## config.mk

```make
export PLATFORM = sky130hd
export DESIGN_NAME = stage_if_pc
export DESIGN_NICKNAME = d
export VERILOG_FILES = /design/src/rtl/stage_if_pc.sv
export SDC_FILE = /design/constraint.sdc
export NUM_CORES = 1
export LEC_CHECK = 0
export CORE_MARGIN = 4
export CORE_UTILIZATION = 35
export DETAILED_ROUTE_END_ITERATION = 10
export PLACE_DENSITY = 0.65
export SLEW_MARGIN = 30
export SYNTH_ARGS = -nofsm -noshare
export SYNTH_HDL_FRONTEND = slang
export SYNTH_SLANG_ARGS = --single-unit
```

## constraint.sdc

```tcl
create_clock -name cpu_clk_50M -period 2.16 [get_ports cpu_clk_50M]
set_input_delay 0.432 -clock cpu_clk_50M [delete_from_list [all_inputs] [get_ports cpu_clk_50M]]
set_output_delay 0.432 -clock cpu_clk_50M [all_outputs]
set_load 0.02 [all_outputs]
```

## src/rtl/stage_if_pc.sv

```systemverilog
// ============================================================================
// stage_if_pc : instruction-fetch PC unit with stall, branch/exception redirect
// Revision 1.0 : parametrised successor of the fixed +4 fetch stage
// ============================================================================
`default_nettype none

module stage_if_pc #(
  parameter int                ADDR_W      = 32,
  parameter logic [ADDR_W-1:0] PC_INIT     = 32'hBFC0_0000,
  parameter int                INSTR_BYTES = 4
) (
  input  logic              cpu_clk_50M,
  input  logic              cpu_rst,
  output logic [ADDR_W-1:0] imaddr,
  output logic              imce,
  input  logic              im_ready,
  input  logic              stall_i,
  input  logic              br_taken_i,
  input  logic [ADDR_W-1:0] br_target_i,
  input  logic              exc_req_i,
  input  logic [ADDR_W-1:0] exc_target_i,
  output logic [ADDR_W-1:0] pc_o,
  output logic              pc_valid_o,
  output logic              adel_o
);

  localparam int ALIGN_W = $clog2(INSTR_BYTES);
  localparam logic [ADDR_W-1:0] C_INC = ADDR_W'(INSTR_BYTES);

  typedef enum logic [1:0] {
    ST_BOOT  = 2'd0,
    ST_FETCH = 2'd1,
    ST_ERR   = 2'd2
  } state_t;

  state_t            r_state,  w_state_n;
  logic [ADDR_W-1:0] r_imaddr, w_imaddr_n;
  logic [ADDR_W-1:0] r_pc,     w_pc_n;
  logic              r_pc_valid, w_pc_valid_n;
  logic              r_adel,   w_adel_n;
  logic              r_pend_v, w_pend_v_n;
  logic [ADDR_W-1:0] r_pend_t, w_pend_t_n;

  logic              w_imce;
  logic              w_accept;
  logic              w_redir;
  logic [ADDR_W-1:0] w_redir_tgt;
  logic              w_exc_mis;
  logic              w_redir_mis;

  // An older pending branch outranks a branch arriving on the accepting cycle.
  assign w_redir     = r_pend_v | br_taken_i;
  assign w_redir_tgt = r_pend_v ? r_pend_t : br_target_i;

  generate
    if (ALIGN_W > 0) begin : g_align_chk
      assign w_exc_mis   = |exc_target_i[ALIGN_W-1:0];
      assign w_redir_mis = |w_redir_tgt[ALIGN_W-1:0];
    end else begin : g_no_align_chk
      assign w_exc_mis   = 1'b0;
      assign w_redir_mis = 1'b0;
    end
  endgenerate

  assign w_imce   = (r_state == ST_FETCH) && !stall_i;
  assign w_accept = w_imce && im_ready;

  always_ff @(posedge cpu_clk_50M) begin
    if (cpu_rst) begin
      r_state    <= ST_BOOT;
      r_imaddr   <= PC_INIT;
      r_pc       <= '0;
      r_pc_valid <= 1'b0;
      r_adel     <= 1'b0;
      r_pend_v   <= 1'b0;
      r_pend_t   <= '0;
    end else begin
      r_state    <= w_state_n;
      r_imaddr   <= w_imaddr_n;
      r_pc       <= w_pc_n;
      r_pc_valid <= w_pc_valid_n;
      r_adel     <= w_adel_n;
      r_pend_v   <= w_pend_v_n;
      r_pend_t   <= w_pend_t_n;
    end
  end

  always_comb begin
    w_state_n    = r_state;
    w_imaddr_n   = r_imaddr;
    w_pc_n       = r_pc;
    w_pc_valid_n = r_pc_valid;
    w_adel_n     = r_adel;
    w_pend_v_n   = r_pend_v;
    w_pend_t_n   = r_pend_t;

    if (exc_req_i) begin
      // Exceptions redirect immediately, even while the request is blocked.
      w_pend_v_n = 1'b0;
      w_imaddr_n = exc_target_i;
      if (w_exc_mis) begin
        w_pc_n       = exc_target_i;
        w_pc_valid_n = 1'b1;
        w_adel_n     = 1'b1;
        w_state_n    = ST_ERR;
      end else begin
        w_pc_valid_n = 1'b0;
        w_adel_n     = 1'b0;
        w_state_n    = ST_FETCH;
      end
    end else begin
      case (r_state)
        ST_BOOT: begin
          w_state_n = ST_FETCH;
          if (br_taken_i) begin
            w_pend_v_n = 1'b1;
            w_pend_t_n = br_target_i;
          end
        end
        ST_FETCH: begin
          if (w_accept) begin
            w_pend_v_n = 1'b0;
            if (w_redir && w_redir_mis) begin
              w_imaddr_n   = w_redir_tgt;
              w_pc_n       = w_redir_tgt;
              w_pc_valid_n = 1'b1;
              w_adel_n     = 1'b1;
              w_state_n    = ST_ERR;
            end else begin
              w_pc_n       = r_imaddr;
              w_pc_valid_n = 1'b1;
              w_imaddr_n   = w_redir ? w_redir_tgt : (r_imaddr + C_INC);
            end
          end else if (br_taken_i) begin
            // Blocked: remember the newest branch, issue it after the next accept.
            w_pend_v_n = 1'b1;
            w_pend_t_n = br_target_i;
          end
        end
        ST_ERR: begin
          w_state_n = ST_ERR;
        end
        default: begin
          w_state_n = ST_ERR;
        end
      endcase
    end
  end

  assign imaddr     = r_imaddr;
  assign imce       = w_imce;
  assign pc_o       = r_pc;
  assign pc_valid_o = r_pc_valid;
  assign adel_o     = r_adel;

endmodule

`default_nettype wire

```

# Word-level counts from Yosys, hierarchy flattened
# Cells that the tools add are included.
# word_totals
regBits	101
in_bits	70
out_inout_bits	67
elab_cells	62
# op_classes
add_sub_neg	1
eq_ne	5
mux	30
n_bitwise	2
n_reduce_logical	17
# ops
op	count
$mux W32	13
$pmux W32 S2	1
$add A32 B3 Y32 const B	1
$mux W1	10
$reduce_and A3 Y1	3
$mux W2	4
$reduce_bool A2 Y1	4
$reduce_or A2 Y1	3
$pmux W2 S2	1
$reduce_and A2 Y1	2
$logic_and A1 B1 Y1	3
$ne A3 B2 Y1 const B	1
$ne A3 B3 Y1 const B	1
$eq A2 B1 Y1 const B	1
$logic_not A2 Y1	1
$ne A2 B1 Y1 const B	1
$ne A2 B2 Y1 const B	1
$pmux W1 S2	1
$logic_not A1 Y1	1
$not A1 Y1	1
$or A1 B1 Y1	1

# Depth between registers and ports, before layout
# Gate-level depths: netlist (run 1).
# logic_depth
ltp_word	7
mapped_depth	7
mapped_depth_nobuf	6

# Worst setup path before layout (run 1)
# OpenSTA, ideal clock, no wires.
# synth_path
path_type	register to register
from	register r_imaddr[2] (netlist: imaddr[2])
to	register r_imaddr[10] (netlist: imaddr[10])
setup_time_ps	86
t_arrival_ps	1828
required_ps	2074
slack_ps	245
stages_incl_launch_ff	7
n_path_buf	0
period_less_slack_ps	1915
cell_sequence	dfxtp_1 ha_1 nand3_2 nor2_4 xnor2_1 a2111o_1 a221oi_2
# synth_via
elab_chain_len	6
# synth_lines
element	line	text
from (decl)	37	logic [ADDR_W-1:0] r_imaddr, w_imaddr_n;
from (signal assigned)	79	r_imaddr <= w_imaddr_n;
$add A32 B3 Y32	132	w_imaddr_n = w_redir ? w_redir_tgt : (r_imaddr + C_INC);
$mux W32	132	
$mux W32	123	if (w_redir && w_redir_mis) begin
$mux W32	121	if (w_accept) begin
$mux W32	112	case (r_state)
$mux W32	97	if (exc_req_i) begin
# Every way passes these cells. The select of a mux whose other input is x is not followed.
# A chain may end at the register's enable or synchronous reset.

# Worst setup path after layout (run 1)
# layout_path
from	register r_imaddr[10] (netlist: imaddr[10])
to	output imaddr[10]
# layout_lines
element	line	text
to (decl)	14	output logic [ADDR_W-1:0] imaddr,
# No word-level cell between the ends.

==> results of run 1 <==
logic make-up (layout without fill, tap and decap cells):
group / Yosys count / count (layout)
DFF: 101 / 101
buffers and inverters: 76 / 243
adders and majority gates: 1 / 1
muxes: 29 / 29
AOI/OAI and AO/OA: 264 / 264
xor gates and xnor gates: 11 / 11
and+or+nand+nor: 264 / 264
critical path: cells and delay by family (launching register included):
family   cells  cell delay (ps)
flops        1              400
buf+inv      2              850
cells in the final DEF, fill, tap and decap left out, types with 5 or more instances in the layout:
cell / count
nand3_1: 15
xnor2_1: 5
nor2_1: 36
a22oi_1: 9
nand2_1: 157
o22ai_1: 6
o211ai_1: 32
a211oi_1: 6
clkdlybuf4s50_1: 133
dfxtp_1: 100
a221oi_1: 7
clkbuf_16: 9
mux2i_1: 28
nor3_1: 16
nand4_1: 5
a21oi_1: 58
xor2_1: 6
o21ai_0: 60
a31oi_1: 38
o21ai_1: 5
buf_12: 7
buf_4: 72
inv_1: 12
and3_1: 5
a311o_1: 6
layer usage:
layer	global-route usage (%)	share of wire [%]	vias to the layer above	wire (um)
li1	-	-	3057	-
met1	36.68	47	2930	10200
met2	33.27	42	290	9041
met3	4.160	8.9	23	1922
met4	6.551	1.6	2	350
met5	0	0.033	-	7
through the flow:
| step | utilization, % | std cells | setup WS [ps] |
|---|---|---|---|
| 2_1_floorplan | - | 746 | 245.2 |
| 3_3_place_gp | 48.65 | 1113 | -154.5 |
| 3_5_place_dp | 48.65 | 1113 | -200.3 |
| 4_1_cts | 50.60 | 1129 | 132.3 |
| 5_1_grt | 50.60 | 1129 | 11.39 |
| 6_report | 50.60 | 1129 | 119.8 |
state kept, by name, indices dropped and copies added (netlist names):
register    flops
pc_valid_o      1
r_state         2
r_pend_t       32
pc_o           32
adel_o          1
imaddr         32
r_pend_v        1
Yosys cell counts, types with 12 or more instances:
| cell | number | area (um^2) |
|---|---|---|
| clkbuf_1 | 42 | 157.7 |
| inv_1 | 12 | 45.04 |
| a31oi_1 | 38 | 237.7 |
| nor3_1 | 16 | 80.08 |
| nor2_1 | 36 | 135.1 |
| nand2_1 | 157 | 589.3 |
| buf_2 | 13 | 65.06 |
| dfxtp_1 | 101 | 2022 |
| o21ai_0 | 60 | 300.3 |
| o211ai_1 | 32 | 240.2 |
| a21oi_1 | 58 | 290.3 |
| nand3_1 | 15 | 75.07 |
| mux2i_1 | 28 | 280.3 |
path summary, 6_finish.rpt:
check / endpoint / slack (ps) / depth (start not counted)
max: imaddr[10] / 120 / 2
min: imaddr[30]$_SDFFE_PP0P_ / 450 / 2
max reg2reg: imaddr[11]$_SDFFE_PP0P_ / 140 / 5
min reg2reg: r_pend_t[2]$_SDFFE_PP0P_ / 460 / 2
timing repair:
item / in CTS / in global routing
resized for setup: 1 / 0
hold buffers: 0 / 0
setup endpoints to repair: 1 / 0
power groups by stage:
stage               Sequential [mW]  Combinational, mW  Clock [mW]
finish                         2.11               1.28        1.73
CTS                            2.11               1.27        1.74
global route                   2.13               1.38        1.82
global placement               2.15               1.26           0
floorplan                      2.25              0.517           0
detailed placement             2.15               1.27           0
area by class of cell:
type	count	area (um^2)
clock inverter	4	45.04
tap	216	270.3
clock buffer	12	266.5
sequential	101	2023
fill	1601	7848
inverter	12	45.04
timing repair buffer	215	2031
multi-input combinational	569	3357
==> metrics, run 1 <==
outcome=complete, no violations; core area=15890 um^2; power per cell area=637.5 nW/um^2; Worst Setup End Kind=primary output; Final Slew Violations=0; DP Area=7727 um^2; synthesized area=5665 um^2; synthesis-to-layout area growth=41.87%; Setup-failing EPs final=0; CP required=1730 ps; Max VDD drop=491.0 uV; CTS root buffer=clkbuf_16; total negative slack=0 ps; Rows=46; P_int=3.570 mW; layout cells sized above 1=12.49%; ys flop type=dfxtp_1; Clk Latency, worst-skew pair=360 ps; final period utilization=94.45%; height of the die=135.2 um; Post-synth EDFFs=0; clock sink count=101; initial antenna violation count=1; multiplexer share of the synthesized area=5.146%; Worst-path clk slew=70 ps; FF+latch count, synth=101; RSZ-0062 raised after global routing=false; overall power=5.124 mW; Clk pwr share=33.7%; Post-Synth Adder-Cell Area=0.2208%; Min Clock Period, post-route=2040 ps; all-layer global routing usage=23.64%; largest net degree at the start of global routing=63; Synth async-reset ratio=0%; sequential cell area fraction in the yosys report=35.69%; Critical Path Source=imaddr[10]$_SDFFE_PP0P_; CTS tree=done; die width=135.2 um; hold_sp=cpu_rst; vias=6302; CP Data Arrival Time=1610 ps; First-pass DRT Iterations=5; RD Place Congestion=0.9073; Post-Synth Simple-Gate Area=22.00%; number of distinct library cells after synthesis=70; final hold vios=0; actual slew at the worst max-slew pin=565.8 ps; count of max-cap constraint violations=0; DRC Markers=0; Hold Crit Class=input pin to flop; Mean Syn Cell Area=7.594 um^2; DR WL/cell=19.06 um; crit path cell chain=buf_4, clkdlybuf4s50_1; Inserted Clock Buffers=9; Clock H-tree levels=3; CP startpoint kind=flop; vias per std cell=5.582; DRT iter0 DRCs=799; design area=8038 um^2; main combinational cell family by area after synthesis=compound AO/OA/AOI/OAI gates; Detail Route Antenna Nets=0; n_diodes=0; relative max-transition margin=61.80%; Combinational Power Share=25.1%; Mapped Nets=817; vias in the first global route=5792; Sw Pwr=1.554 mW; CP Class=flop to primary output; full die area=18290 um^2; fin nets=979; sequential share of power=41.2%; max frequency=490.2 MHz; PortBufs=136; HPWL Detailed=15960 um; first-pass GRT wire length=33840 um; Syn Inst Count=746; Compound-Gate Fraction of Synth Area=29.84%; xor/xnor share of the synthesized area=1.701%; crit path max fanout=8; post-CTS setup buffers=0; Slowest cell on crit path=clkdlybuf4s50_1; worst r2r src=r_pend_v$_SDFFE_PP0N_; Switching Fraction=30.32%; Post-Route WL=21520 um; CTS max path bufs=2; Congestion Overflow GR=0; WHS=449.4 ps; starting density of the core=35.66%; skew final=6.704 ps; # IOs=137; CP max stage delay=650 ps; Lkg Pwr=2.977 nW; Synth warnings=0
(Power assumes the default switching activity.)
==> inputs of run 2 (changes only) <==
ABC_CLOCK_PERIOD_IN_PS = 2160   (was unset)
==> results of run 2 <==
The final DEF is identical to that of run 1; final timing and power are the same.
==> inputs of run 3 (changes only) <==
SLEW_MARGIN = 20   (was 30)
==> results of run 3 <==
The final DEF is identical to that of run 1; final timing and power are the same.
